## config.mk

```make
export PLATFORM = sky130hd
export DESIGN_NAME = m_ifetch
export DESIGN_NICKNAME = d
export VERILOG_FILES = /design/src/rtl/m_ifetch.sv
export SDC_FILE = /design/constraint.sdc
export NUM_CORES = 1
export LEC_CHECK = 0
export ABC_AREA = 0
export CORE_ASPECT_RATIO = 1.2
export CORE_MARGIN = 2
export CORE_UTILIZATION = 40
export DETAILED_ROUTE_END_ITERATION = 8
export HOLD_SLACK_MARGIN = 0.15
export SETUP_SLACK_MARGIN = 0.1
export SLEW_MARGIN = 20
export SYNTH_ARGS = -nofsm -noshare
export SYNTH_HDL_FRONTEND = slang
export SYNTH_SLANG_ARGS = --single-unit
export TNS_END_PERCENT = 5
```

## constraint.sdc

```tcl
create_clock -name w_clk -period 8.3 [get_ports w_clk]
set_input_delay 1.245 -clock w_clk [delete_from_list [all_inputs] [get_ports w_clk]]
set_output_delay 1.245 -clock w_clk [all_outputs]
set_load 0.01 [all_outputs]
```

## src/rtl/m_ifetch.sv

```systemverilog
// Instruction fetch stage: sequential PC generation, in-order imem requests, prefetch FIFO, redirect flush.
// Optional IFETCH_BYPASS_EN: an empty FIFO forwards a live response to the output in the same cycle.

module m_ifetch #(
    parameter int          DEPTH    = 4,
    parameter logic [31:0] RESET_PC = 32'h0000_0000
) (
    input  logic        w_clk,
    input  logic        w_rst_n,
    output logic        w_imem_req_valid,
    output logic [31:0] w_imem_req_addr,
    input  logic        w_imem_req_ready,
    input  logic        w_imem_rsp_valid,
    input  logic [31:0] w_imem_rsp_data,
    input  logic        w_redirect,
    input  logic [31:0] w_redirect_pc,
    output logic        w_inst_valid,
    output logic [31:0] w_inst,
    output logic [31:0] w_inst_pc,
    input  logic        w_inst_ready
);

    localparam int               CNT_W    = $clog2(DEPTH) + 1;
    localparam int               PTR_W    = (DEPTH > 1) ? $clog2(DEPTH) : 1;
    localparam logic [PTR_W-1:0] LAST_PTR = PTR_W'(DEPTH - 1);
    localparam logic [CNT_W:0]   DEPTH_W  = (CNT_W + 1)'(DEPTH);

    logic [31:0]      pc_q, pc_d;
    logic [CNT_W-1:0] count_q, count_d;
    logic [CNT_W-1:0] outst_q, outst_d;
    logic [CNT_W-1:0] drop_q, drop_d;
    logic [PTR_W-1:0] rd_ptr_q, rd_ptr_d;
    logic [PTR_W-1:0] wr_ptr_q, wr_ptr_d;
    logic [PTR_W-1:0] pcq_rd_q, pcq_rd_d;
    logic [PTR_W-1:0] pcq_wr_q, pcq_wr_d;

    logic [31:0] fifo_inst_mem [DEPTH];
    logic [31:0] fifo_pc_mem   [DEPTH];
    logic [31:0] pcq_mem       [DEPTH];

    logic        req_fire;
    logic        rsp_keep;
    logic        byp_active;
    logic        push;
    logic        pop;
    logic        fifo_empty;
    logic [31:0] rsp_pc;
    logic [31:0] redirect_tgt;

    function automatic logic [PTR_W-1:0] ptr_inc(input logic [PTR_W-1:0] p);
        return (p == LAST_PTR) ? '0 : p + 1'b1;
    endfunction

    assign redirect_tgt = w_redirect_pc & 32'hFFFF_FFFC;
    assign rsp_pc       = pcq_mem[pcq_rd_q];
    assign fifo_empty   = (count_q == '0);

    // Slots are reserved at request time so every returning word is guaranteed FIFO space.
    assign w_imem_req_valid = w_rst_n && !w_redirect &&
                              (({1'b0, count_q} + {1'b0, outst_q}) < DEPTH_W);
    assign w_imem_req_addr  = pc_q;
    assign req_fire         = w_imem_req_valid && w_imem_req_ready;

    assign rsp_keep = w_rst_n && w_imem_rsp_valid && (drop_q == '0) && !w_redirect;

`ifdef IFETCH_BYPASS_EN
    assign byp_active = rsp_keep && fifo_empty;
`else
    assign byp_active = 1'b0;
`endif

    assign pop  = !fifo_empty && w_inst_ready && !w_redirect;
    assign push = rsp_keep && !(byp_active && w_inst_ready);

    always_comb begin
        w_inst_valid = 1'b0;
        w_inst       = '0;
        w_inst_pc    = '0;
        if (!fifo_empty) begin
            w_inst_valid = 1'b1;
            w_inst       = fifo_inst_mem[rd_ptr_q];
            w_inst_pc    = fifo_pc_mem[rd_ptr_q];
        end else if (byp_active) begin
            w_inst_valid = 1'b1;
            w_inst       = w_imem_rsp_data;
            w_inst_pc    = rsp_pc;
        end
    end

    always_comb begin
        pc_d     = pc_q;
        count_d  = count_q;
        drop_d   = drop_q;
        rd_ptr_d = rd_ptr_q;
        wr_ptr_d = wr_ptr_q;
        outst_d  = outst_q + CNT_W'(req_fire) - CNT_W'(w_imem_rsp_valid);
        pcq_wr_d = req_fire ? ptr_inc(pcq_wr_q) : pcq_wr_q;
        pcq_rd_d = w_imem_rsp_valid ? ptr_inc(pcq_rd_q) : pcq_rd_q;

        // The PC queue keeps running across a redirect so stale responses still pair correctly.
        if (w_redirect) begin
            pc_d     = redirect_tgt;
            count_d  = '0;
            rd_ptr_d = '0;
            wr_ptr_d = '0;
            drop_d   = outst_d;
        end else begin
            if (req_fire) begin
                pc_d = pc_q + 32'd4;
            end
            if (push) begin
                wr_ptr_d = ptr_inc(wr_ptr_q);
            end
            if (pop) begin
                rd_ptr_d = ptr_inc(rd_ptr_q);
            end
            count_d = count_q + CNT_W'(push) - CNT_W'(pop);
            if (w_imem_rsp_valid && (drop_q != '0)) begin
                drop_d = drop_q - 1'b1;
            end
        end
    end

    always_ff @(posedge w_clk or negedge w_rst_n) begin
        if (!w_rst_n) begin
            pc_q     <= RESET_PC;
            count_q  <= '0;
            outst_q  <= '0;
            drop_q   <= '0;
            rd_ptr_q <= '0;
            wr_ptr_q <= '0;
            pcq_rd_q <= '0;
            pcq_wr_q <= '0;
        end else begin
            pc_q     <= pc_d;
            count_q  <= count_d;
            outst_q  <= outst_d;
            drop_q   <= drop_d;
            rd_ptr_q <= rd_ptr_d;
            wr_ptr_q <= wr_ptr_d;
            pcq_rd_q <= pcq_rd_d;
            pcq_wr_q <= pcq_wr_d;
        end
    end

    always_ff @(posedge w_clk) begin
        if (push) begin
            fifo_inst_mem[wr_ptr_q] <= w_imem_rsp_data;
            fifo_pc_mem[wr_ptr_q]   <= rsp_pc;
        end
        if (req_fire) begin
            pcq_mem[pcq_wr_q] <= pc_q;
        end
    end

    a_rsp_has_outstanding: assert property (@(posedge w_clk) disable iff (!w_rst_n)
        w_imem_rsp_valid |-> (outst_q != '0));

    a_occupancy: assert property (@(posedge w_clk) disable iff (!w_rst_n)
        ((({1'b0, count_q} + {1'b0, outst_q}) <= DEPTH_W) && (drop_q <= outst_q)));

endmodule

```

# Word level (Yosys, flattened, before mapping)
# Memories as Yosys holds them, arrays and structs flattened.
# Index checks and enable logic that the tools add are counted.
classes:
  eq_ne: 4
  div: 0
  mul: 0
  magnitude_cmp: 1
  add_sub_neg: 11
  muxes: 20
  bitwise_logic: 0
  shift: 0
  reduce_logical: 18
op_table:
  columns: ["op", "count"]
  rows:
  - ["two-way mux 32 bit", 4]
  - ["adder 32 x 3 -> 32 bit, second input constant", 1]
  - ["two-way mux 2 bit", 8]
  - ["logical AND 1 bit", 9]
  - ["two-way mux 3 bit", 3]
  - ["adder 2 x 1 -> 2 bit, second input constant", 4]
  - ["== test 2 bit, second input constant", 4]
  - ["nonzero test 2 bit", 4]
  - ["adder 3 x 1 -> 3 bit", 2]
  - ["zero test 3 bit", 2]
  - ["subtractor 3 x 1 -> 3 bit", 2]
  - ["two-way mux 1 bit", 5]
  - ["adder 3 x 3 -> 4 bit", 1]
  - ["less-than comparator 4 x 3 -> 1 bit, second input constant", 1]
  - ["nonzero test 3 bit", 1]
  - ["subtractor 3 x 1 -> 3 bit, second input constant", 1]
  - ["zero test 1 bit", 2]
totals:
  out_inout_bits: 98
  mem_bits_ro: 0
  memories: 3
  ram_bits: 384
  latchBits: 0
  regBits: 49
mem_list:
  columns: ["name", "depth", "word_bits", "rd", "rd_ports_with_merged_regs", "write_ports", "line", "text"]
  rows:
  - ["fifo_inst_mem", 4, 32, 1, 0, 1, "37", "logic [31:0] fifo_inst_mem [DEPTH];"]
  - ["fifo_pc_mem", 4, 32, 1, 0, 1, "38", "logic [31:0] fifo_pc_mem [DEPTH];"]
  - ["pcq_mem", 4, 32, 1, 0, 1, "39", "logic [31:0] pcq_mem [DEPTH];"]

# Depth between registers and ports, before layout
# Gate-level depths: netlist of the first run.
logic_depth:
  word_depth: 7
  depth_mapped: 13

# Least setup slack after synthesis of the first run
# Ideal clock, no wire load.
synth_path:
  path_kind: "input to register"
  startpoint: "in w_imem_rsp_valid"
  endpoint: "mem fifo_inst_mem[0][0] (enable)"
  setup_time_ns: 0.427
  slack_ns: 4.751
  arrival_ns: 3.122
  cell_stages: 3
  cell_sequence: "nand4b_1 -> nor2_1 -> and2_1"
synth_via:
  elab_chain_cells: 5
synth_rtl:
  columns: ["element", "line", "text"]
  rows:
  - ["start: declaration", "13", "input logic w_imem_rsp_valid,"]
  - ["logical AND 1 bit (3 in a row)", "64", "assign rsp_keep = w_rst_n && w_imem_rsp_valid && (drop_q == '0) && !w_redirect;"]
  - ["two-way mux 1 bit", "147", "if (push) begin"]
  - ["two-way mux 1 bit (not written as such)", "148", "fifo_inst_mem[wr_ptr_q] <= w_imem_rsp_data;"]
  - ["end: declaration", "37", null]
# Every way passes these cells.

# Final worst setup path of the first run
layout_path:
  startpoint: "reg rd_ptr_q[0]"
  endpoint: "out w_inst_pc[26]"
layout_via:
  elab_chain_cells: 2
layout_rtl:
  columns: ["element", "line", "text"]
  rows:
  - ["start: declaration", "32", "logic [PTR_W-1:0] rd_ptr_q, rd_ptr_d;"]
  - ["start signal: assignment", "139", "rd_ptr_q <= rd_ptr_d;"]
  - ["memory (4 x 32 bit)", null, null]
  - ["two-way mux 32 bit", "79", "if (!fifo_empty) begin"]
  - ["end: declaration", "19", "output logic [31:0] w_inst_pc,"]
# Every way passes these cells.

==> qor.yml, run 1 <==
global_routing:
  grt_max_degree: 66
  grt-ovfl-total: 0
  grt_use_total: 0.157
  grt_pass1_wl_mm: 52.3
  grt_pass1_vias: 8948
  grtUsageMet2: 0.266
  gr-usage-met1: 0.209
  gr-usage-met3: 0.0257
  antenna_found_initial: 0
  top_usage_layer: "met2"
synth:
  netlist_area_mm2: 0.0167
  yosys.area.top_type_share: 0.660
  seq_area_frac_synth: 0.730
  synth_largest_area_cell: "edfxtp_1"
  yosys-top-cells-area: "edfxtp_1 66%, mux4_2 12%, dfrtp_1 7.0%, and2_1 2.7%, ha_1 1.4%"
  synth_edf_count: 368
  ys_warn_count: 0
  async_flop_share: 0.113
  synth-seq-cells: 415
  syn_avg_cell_area_um2: 18.8
  synth_cell_types: 60
  netlist_instances: 890
  synth_ff_type: "edfxtp_1"
sta:
  min_period_over_period: 0.531
  slew_headroom: 0.310
  rsz0062_at_grt: "false"
  hold_violations: 0
  finalSetupTns_ns: 0
  min_period_ns: 4.41
  skew_ns: 0.0103
  maxSlewViolCount: 0
  fmax_mhz: 227
  finalSetupViolations: 0
  tightestPinTransition_ns: 1.03
finish:
  fin_nets: 1149
  drive_gt1_frac: 0.177
  diodes: 0
  postLayoutCoreUtil: 0.487
  syn_to_final_growth_pct: 20.9
  final_cell_count_no_fill: 1638
power_and_ir_drop:
  p_per_area_mw_per_mm2: 284
  ir_drop_mv: 0.166
  p_leak_nw: 6.66
routing:
  wirelength_mm: 33.7
  dr.pass1.iters: 5
  wl_per_cell_um: 20.6
  dr.first_iter.drc_count: 508
  dr_total_vias: 8550
  routed_via_density: 5.22
  remaining_drc_errors: 0
  antenna_left: 0
cts:
  cts.repair.resized: 0
  clkTransAtPathRegs_ns: 0.06
  hold_buffers: 0
  htreeDepth: 2
  numClockSinks: 415
  clk_path_buf_depth: 3
  numCtsBuffers: 42
  cts_tree: "yes"
  cts_setup_buffers: 0
  clk_root_buffer_cell: "clkbuf_16"
  clk_latency_ns: 0.55
worst_setup_path:
  crit_required_ns: 7.05
  cp.arrival_ns: 3.16
  path_cells: "buf_6, mux4_2, and2_1, clkdlybuf4s50_1"
  cp-start-kind: "register"
  cpLargestDelayFamily: "buffers and inverters"
  end_kind: "output port"
  crit_buf_inv: 2
  crit_type: "register to output port"
  cp_max_fo: 48
  max_stage_delay_ns: 0.66
  crit_slowest_cell: "dfrtp_4"
placed_design:
  io_buffer_count: 161
  placed_cells: 1560
  finalWeightedCongestion: 0.771
  hpwl_mm: 19.2
outcome:
  status: "completed"
floorplanning:
  die_x_um: 191
  num_rows: 82
  start_util: 0.403
  die-height_um: 228
  dieArea_mm2: 0.0435
  core_mm2: 0.0416
  io_pins: 168
worst_hold_path:
  hold_class: "register to register"
run:
  drv_cap: 0
registers in the layout, indices dropped and copies added, names as in the netlist:
| name | cells |
|---|---|
| outst_q | 3 |
| fifo_pc_mem | 120 |
| pcq_rd_q | 2 |
| drop_q | 3 |
| w_imem_req_addr | 30 |
| pcq_wr_q | 2 |
| wr_ptr_q | 2 |
| count_q | 3 |
| pcq_mem | 120 |
| fifo_inst_mem | 128 |
| rd_ptr_q | 2 |
area by class of cell:
type / instances / area (um^2)
Clock buffer: 53 / 1130
Fill cell: 3477 / 21300
Multi-Input combinational cell: 413 / 4230
Inverter: 16 / 60.1
Clock inverter: 25 / 223
Tap cell: 546 / 683
Timing Repair Buffer: 170 / 1670
Sequential cell: 415 / 12200
layer usage:
layer / wire length [um] / up-vias
met5: 0 / -
met4: 722 / 0
met3: 1550 / 46
met2: 16900 / 218
met1: 14500 / 4421
li1: - / 3865
metrics by stage:
stage	setup WS, ns	power [mW]	area, um^2	hold WS [ns]
final	3.89	5.74	20200	0.554
after CTS	3.45	5.84	20200	0.552
after global routing	3.64	6.01	20200	0.578
after floorplan	4.75	3.41	16800	0.501
after detailed placement	4.07	3.97	18900	0.537
after global placement	4.07	3.94	18900	0.536
cell usage after synthesis, types with 6 or more instances:
cell / count
inv_1: 15
clkbuf_1: 22
o211ai_1: 7
ha_1: 19
nor3_1: 7
nand4_1: 6
nand2_1: 40
dfrtp_1: 47
mux4_2: 92
edfxtp_1: 368
nor2_1: 22
and2_1: 72
and3_1: 7
o21ai_0: 21
buf_2: 15
nand3_1: 23
mux2i_1: 7
a21oi_1: 11
logic make-up after synthesis:
kind of cell    count (synthesis)  synth area share
buf+inv                        65            0.0188
compound gates                 64            0.0247
simple gates                  214            0.0753
xor+xnor                        9           0.00471
other cells                     1          0.000224
mux                           101             0.129
flops                         415             0.730
fa+ha+maj                      21            0.0166
power by group:
group | leakage (nW) | internal, mW | switching, mW
registers | 3.89 | 2.49 | 0.175
clock network | 0.667 | 1.07 | 0.789
logic | 2.11 | 0.655 | 0.560
total | 6.66 | 4.22 | 1.52
placed cells by master, fill, tap and decap left out, drive strengths merged, types with 5 or more instances in the layout:
| cell | netlist | routed |
|---|---|---|
| nor2 | 23 | 23 |
| and2 | 72 | 72 |
| nor3 | 9 | 9 |
| a21oi | 11 | 11 |
| o21ai | 23 | 23 |
| dfrtp | 47 | 47 |
| inv | 16 | 18 |
| a221o | 5 | 5 |
| ha | 19 | 19 |
| edfxtp | 368 | 368 |
| nand2 | 40 | 40 |
| nand4 | 8 | 8 |
| o211ai | 7 | 7 |
| xnor2 | 5 | 5 |
| clkbuf | 23 | 53 |
| buf | 26 | 11 |
| clkdlybuf4s50 | 0 | 159 |
| mux2i | 7 | 7 |
| and3 | 7 | 7 |
| or3 | 5 | 5 |
| mux4 | 92 | 92 |
| nand3b | 5 | 5 |
| nand3 | 24 | 24 |
| clkinv | 0 | 19 |
worst paths after layout:
check,to,slack [ns],start,cells after the start
min reg2reg,outst_q[0],0.55,outst_q[0],1
min,outst_q[0],0.55,outst_q[0],1
min in group asynchronous,w_imem_req_addr[23],0.79,w_rst_n,2
max,w_inst_pc[26],3.89,rd_ptr_q[0],4
max reg2reg,count_q[2],5.49,count_q[1],11
max in group asynchronous,rd_ptr_q[0],7.00,w_rst_n,2
(Power assumes the default switching activity.)
==> run 2, diff against run 1 <==
clock period = 3.54 ns   (was 8.3 ns; I/O delays follow)
==> run 2 against run 1 <==
  * Critical path depth is the same
  * Register-to-register slack lost 4.5 ns
  * Highest routed layer unchanged
  * Die area is the same
  * Non-clock buffer count grew 15
  * Combinational power grew 140%
  * Setup slack lost 3.5 ns
  * Clock-buffer cell count grew 5
  * Clock skew grew 0.013 ns
  * Cell area grew 1.1%
  * First-iteration DRC count shrank 8.5%
==> qor.yml, run 2 (synthesis gave the netlist of run 1 again) <==
outcome:
  status: "completed"  # unchanged
cts:
  htreeDepth: 2  # unchanged
  clkTransAtPathRegs_ns: 0.06  # about the same
  numClockSinks: 415  # unchanged
  clk_latency_ns: 0.53  # was 0.55 ns
  clk_root_buffer_cell: "clkbuf_16"  # unchanged
  numCtsBuffers: 41  # was 42
  cts.repair.resized: 0  # unchanged
  clk_path_buf_depth: 3  # unchanged
  cts_tree: "yes"  # unchanged
finish:
  regMostFlops: "fifo_inst_mem"  # unchanged
  regArea_mm2: 0.0122  # unchanged
  fill_cells: 3490  # was 3477
  layout_common_cells: "368 x edfxtp_1, 159 x clkdlybuf4s50_1, 92 x mux4_2, 68 x and2_1, 43 x dfrtp_1"  # was 368 x edfxtp_1, 159 x clkdlybuf4s50_1, 92 x mux4_2, 64 x and2_1
  fin_nets: 1163  # was 1149
  layout_commonest_cell: "edfxtp_1"  # unchanged
  multi_input_area_mm2: 0.00422  # was 0.00423 mm^2
  drive_gt1_frac: 0.180  # was 0.177
  largest_reg_flops: 128  # unchanged
  syn_to_final_growth_pct: 22.2  # was 20.9%
  reg_top3: "fifo_inst_mem: 128 flops, fifo_pc_mem: 120 flops, pcq_mem: 120 flops"  # unchanged
worst_setup_path:
  crit_slowest_cell: "clkdlybuf4s50_1"  # was dfrtp_4
  end_kind: "output port"  # unchanged
  max_stage_delay_ns: 0.54  # was 0.66 ns
  cp_max_fo: 64  # was 48
  crit_buf_inv: 2  # unchanged
  cp.arrival_ns: 2.63  # was 3.16 ns
  crit_required_ns: 3.01  # was 7.05 ns
  cp-start-kind: "register"  # unchanged
  cpLargestDelayFamily: "buffers and inverters"  # unchanged
  crit_type: "register to output port"  # unchanged
  path_cells: "or3_2, buf_4, and2_1, clkdlybuf4s50_1"  # was buf_6, mux4_2, and2_1, clkdlybuf4s50_1
placed_design:
  hpwl_mm: 20.9  # was 19.2 mm
  io_buffer_count: 161  # unchanged
  pre_cts_slack_ns: 0.545  # was 4.07 ns
  finalWeightedCongestion: 0.775  # was 0.771
global_routing:
  grt_pass1_wl_mm: 52.7  # was 52.3 mm
  grt-ovfl-total: 0  # unchanged
  grt_pass1_vias: 9036  # was 8948
  gr-usage-met3: 0.0283  # was 0.0257
  grt_max_degree: 65  # was 66
  grt_use_total: 0.159  # was 0.157
  top_usage_layer: "met2"  # unchanged
  grtUsageMet2: 0.270  # was 0.266
  gr-usage-met1: 0.209  # about the same
  antenna_found_initial: 1  # was 0
routing:
  wirelength_mm: 33.9  # was 33.7 mm
  wl_per_cell_um: 20.5  # was 20.6 um
  dr_total_vias: 8563  # was 8550
  antenna_left: 0  # unchanged
  routed_via_density: 5.19  # was 5.22
  dr.pass1.iters: 5  # unchanged
  remaining_drc_errors: 0  # unchanged
  dr.first_iter.drc_count: 465  # was 508
floorplanning:
  die-height_um: 228  # unchanged
  io_pins: 168  # unchanged
  dieArea_mm2: 0.0435  # unchanged
  num_rows: 82  # unchanged
  core_mm2: 0.0416  # unchanged
  die_x_um: 191  # unchanged
  start_util: 0.403  # unchanged
power_and_ir_drop:
  p_per_area_mw_per_mm2: 657  # was 284 mW/mm^2
  ir_drop_mv: 0.419  # was 0.166 mV
  p_leak_nw: 6.76  # was 6.66 nW
sta:
  min_period_ns: 3.16
  hold_violations: 0  # unchanged
  setup_ws_ns: 0.375  # was 3.89 ns
  finalSetupViolations: 0  # unchanged
  rsz0062_at_grt: "false"  # unchanged
  tightestPinTransition_ns: 0.847  # was 1.03 ns
  finalSetupTns_ns: 0  # unchanged
  min_period_over_period: 0.894
  maxSlewViolCount: 0  # unchanged
  slew_headroom: 0.436  # was 0.310
  hold_slack_ns: 0.354  # was 0.554 ns
  skew_ns: 0.0234  # was 0.0103 ns
  fmax_mhz: 316
run:
  drv_cap: 0  # unchanged
worst_hold_path:
  hold_class: "input port to register"  # was register to register
-- run 2: changes by cell type in the layout (fill, tap and decap cells not counted), moves of 3 or more --
cell	change
clkinv_1	-4
buf_12	+12
clkbuf_1	+5
buf_4	+3
and2_2	-4
clkinv_4	-3
and2_1	+4
-- run 2: power by group --
group,internal [mW],switching [mW]
Clock,2.54,1.72
Sequential,5.85,0.352
Combinational,1.58,1.39
Total,9.97,3.46
-- run 2: worst paths after layout --
kind                       startpoint                  end  slack, ns  cells after the start
hold reg to reg            outst_q[0]           outst_q[0]       0.55                      1
setup / recovery           count_q[1]        w_inst_pc[26]       0.38                      4
hold / removal             w_redirect          wr_ptr_q[0]       0.35                      2
max in group asynchronous     w_rst_n          pcq_rd_q[1]       2.22                      3
setup reg to reg           count_q[1]  w_imem_req_addr[17]       1.00                      7
min in group asynchronous     w_rst_n           outst_q[0]       0.51                      2
-- run 2: worst register-to-register path, stage by stage, from the launching register on --
cell and delay [ns]:
dfrtp_1 0.45, ha_1 0.31, nand3_1 0.08, and4_1 0.23
buf_4 0.24, nor2_2 0.68, o21ai_0 0.24, o311ai_0 0.17
-- run 2: what timing repair did --
| action | 4_1_cts | 5_1_grt |
|---|---|---|
| setup buffers | 0 | 0 |
| endpoints found under the setup margin | 0 | 0 |
| endpoints found under the hold margin | 13 | 0 |
| hold buffers | 1 | 0 |
-- run 2: final cells by class --
cell class                 instances  share of cell area
timing repair buffer             185              0.0945
inverter                          16             0.00293
multi-input combinational        413               0.206
sequential                       415               0.598
clock inverter                    16             0.00911
tap                              546              0.0334
clock buffer                      58              0.0558
antenna                            1            0.000122
-- run 2: routing by layer --
| metal | vias up | part of all wire |
|---|---|---|
| met4 | 0 | 0.018 |
| met2 | 226 | 0.50 |
| met1 | 4402 | 0.43 |
| met3 | 43 | 0.048 |
| li1 | 3892 | - |
| met5 | - | 0 |
-- run 2: stage by stage --
stage / utilization / total power, mW / cells / instance area, um^2
CTS: 0.492 / 13.7 / 1649 / 20500
global placement: 0.460 / 9.29 / 1574 / 19100
floorplan: - / 7.99 / 893 / 16800
global route: 0.492 / 14.1 / 1649 / 20500
detailed placement: 0.460 / 9.36 / 1574 / 19100
finish: 0.492 / 13.4 / 1650 / 20500
==> run 3, diff against run 2 <==
CORE_ASPECT_RATIO = 1.4   (was 1.2)
==> run 3 against run 2 <==
  * Clock power shrank 4%
  * First-iteration DRC count fell by 1.9%
  * Sequential power barely moved
  * Clock-buffer cell count down 4
  * Largest power group unchanged
  * Die area barely moved
  * Register-to-register slack worse by 0.21 ns
  * Via count rose by 1.4%
==> qor.yml, run 3 (synthesis gave the netlist of run 1 again) <==
floorplanning:
  io_pins: 168  # unchanged
  start_util: 0.405  # was 0.403
  num_rows: 88  # was 82
  core_mm2: 0.0413  # was 0.0416 mm^2
  dieArea_mm2: 0.0435  # about the same
  die-height_um: 246  # was 228 um
  die_x_um: 177  # was 191 um
cts:
  clk_root_buffer_cell: "clkbuf_16"  # unchanged
  cts_tree: "yes"  # unchanged
  numCtsBuffers: 40  # was 41
  clk_path_buf_depth: 3  # unchanged
  numClockSinks: 415  # unchanged
  htreeDepth: 2  # unchanged
  clkTransAtPathRegs_ns: 0.06  # about the same
  clk_latency_ns: 0.55  # was 0.53 ns
worst_hold_path:
  holdPathEnd: "rd_ptr_q[1]"  # was wr_ptr_q[0]
  hold_class: "input port to register"  # unchanged
  holdPathStages: 3  # was 2
  hold_start: "w_redirect"  # unchanged
finish:
  drive_gt1_frac: 0.184  # was 0.180
  layout_commonest_cell: "edfxtp_1"  # unchanged
  syn_to_final_growth_pct: 22.0  # was 22.2%
  fill_cells: 3463  # was 3490
  postLayoutCoreUtil: 0.495  # was 0.492
  largest_reg_flops: 128  # unchanged
  multi_input_area_mm2: 0.00422  # unchanged
  regMostFlops: "fifo_inst_mem"  # unchanged
  layout_common_cells: "368 x edfxtp_1, 159 x clkdlybuf4s50_1, 92 x mux4_2, 68 x and2_1, 43 x dfrtp_1"  # unchanged
  diodes: 0  # was 1
  regArea_mm2: 0.0122  # unchanged
  reg_top3: "fifo_inst_mem: 128 flops, fifo_pc_mem: 120 flops, pcq_mem: 120 flops"  # unchanged
  fin_nets: 1171  # was 1163
worst_setup_path:
  crit_start: "count_q[1]"  # unchanged
  max_stage_delay_ns: 0.54  # about the same
  end_kind: "output port"  # unchanged
  cp.arrival_ns: 2.64  # was 2.63 ns
  cpLargestDelayFamily: "buffers and inverters"  # unchanged
  crit_required_ns: 3.01  # about the same
  cp_max_fo: 65  # was 64
  crit_buf_inv: 2  # unchanged
  r2r-start: "count_q[1]"  # unchanged
  path_cells: "or3_2, buf_4, and2_1, clkdlybuf4s50_1"  # unchanged
  rrSetupSlack_ns: 0.79  # was 1.00 ns
  r2r_end: "count_q[2]"  # was w_imem_req_addr[17]
  crit_slowest_cell: "clkdlybuf4s50_1"  # unchanged
  reg2regPathDepth: 11  # was 7
  cp-start-kind: "register"  # unchanged
  crit_type: "register to output port"  # unchanged
sta:
  maxSlewViolCount: 0  # unchanged
  tightestPinTransition_ns: 0.882  # was 0.847 ns
  fmax_mhz: 315  # was 316 MHz
  skew_ns: 0.0251  # was 0.0234 ns
  min_period_ns: 3.18  # was 3.16 ns
  finalSetupTns_ns: 0  # unchanged
  finalSetupViolations: 0  # unchanged
  rsz0062_at_grt: "false"  # unchanged
  slew_headroom: 0.412  # was 0.436
  hold_slack_ns: 0.452  # was 0.354 ns
  hold_violations: 0  # unchanged
  min_period_over_period: 0.897  # was 0.894
routing:
  wirelength_mm: 33.7  # was 33.9 mm
  wl_per_cell_um: 20.5  # about the same
  antenna_left: 0  # unchanged
  routed_via_density: 5.27  # was 5.19
  dr.pass1.iters: 5  # unchanged
  dr.first_iter.drc_count: 456  # was 465
  remaining_drc_errors: 0  # unchanged
  dr_total_vias: 8683  # was 8563
global_routing:
  grt_pass1_wl_mm: 52.5  # was 52.7 mm
  antenna_found_initial: 0  # was 1
  grt_max_degree: 66  # was 65
  grt-ovfl-total: 0  # unchanged
  grt_pass1_vias: 9168  # was 9036
  grt_use_total: 0.159  # about the same
power_and_ir_drop:
  p_per_area_mw_per_mm2: 649  # was 657 mW/mm^2
  ir_drop_mv: 0.307  # was 0.419 mV
  p_leak_nw: 6.76  # about the same
placed_design:
  hpwl_mm: 20.8  # was 20.9 mm
  io_buffer_count: 161  # unchanged
  finalWeightedCongestion: 0.773  # was 0.775
run:
  drv_cap: 0  # unchanged
outcome:
  status: "completed"  # unchanged
run 3: cell types whose count changed in the layout (fill, tap and decap cells not counted):
cell / previous run / this run
buf_12: 12 / 10
buf_4: 11 / 22
bufinv_16: 4 / 1
clkbuf_1: 13 / 7
clkbuf_8: 3 / 5
clkinv_1: 4 / 9
clkinv_2: 7 / 4
clkinv_4: 0 / 1
diode_2: 1 / 0
run 3: worst min-delay path, delay by kind of cell:
kind | cells | cell delay (ns)
AOI/OAI and AO/OA | 1 | 0.07
buffers and inverters | 2 | 0.36
run 3: cell type report:
type / count / area share
flip-flops and latches: 415 / 0.599
clock buffers: 54 / 0.0561
repair buffers: 194 / 0.0968
clock inverters: 16 / 0.00533
inverters: 16 / 0.00294
multi-input cells: 413 / 0.207
well taps: 540 / 0.0331
run 3: where the power goes:
part	switching [mW]	internal (mW)
Combinational	1.39	1.60
Clock	1.73	2.34
Sequential	0.353	5.85
Total	3.47	9.79
run 3: worst max-delay path by stage:
| stage | slack [ns] | cells after the start | endpoint |
|---|---|---|---|
| 5_1_grt | 0.26 | 4 | w_inst_pc[25] |
| 6_report | 0.36 | 4 | w_inst_pc[25] |
| 2_1_floorplan | 0.64 | 5 | fifo_inst_mem[0][0] |
| 3_3_place_gp | 0.50 | 11 | count_q[2] |
| 4_1_cts | 0.12 | 4 | w_inst[26] |
| 3_5_place_dp | 0.48 | 11 | count_q[2] |
run 3: routing by layer:
metal	vias to the layer above	global-route usage	part of all wire
met5	-	0	0
met4	0	0.0586	0.032
met3	65	0.0230	0.037
met2	225	0.280	0.52
met1	4491	0.198	0.42
li1	3902	-	-
run 3: timing repair:
| item | CTS | global route |
|---|---|---|
| hold buffers | 1 | 0 |
| gates resized for setup | 0 | 0 |
| setup buffers | 0 | 5 |
| endpoints found under the hold margin | 47 | 0 |
| endpoints found under the setup margin | 0 | 11 |
run 3: stage by stage:
| stage | total power, mW | worst slack (ns) | instance area (um^2) | cells |
|---|---|---|---|---|
| detailed placement | 9.36 | 0.483 | 19100 | 1572 |
| CTS | 13.5 | 0.121 | 20400 | 1643 |
| finish | 13.3 | 0.364 | 20400 | 1648 |
| global route | 13.9 | 0.262 | 20400 | 1648 |
| floorplan | 7.99 | 0.641 | 16800 | 893 |
| global placement | 9.29 | 0.501 | 19100 | 1572 |
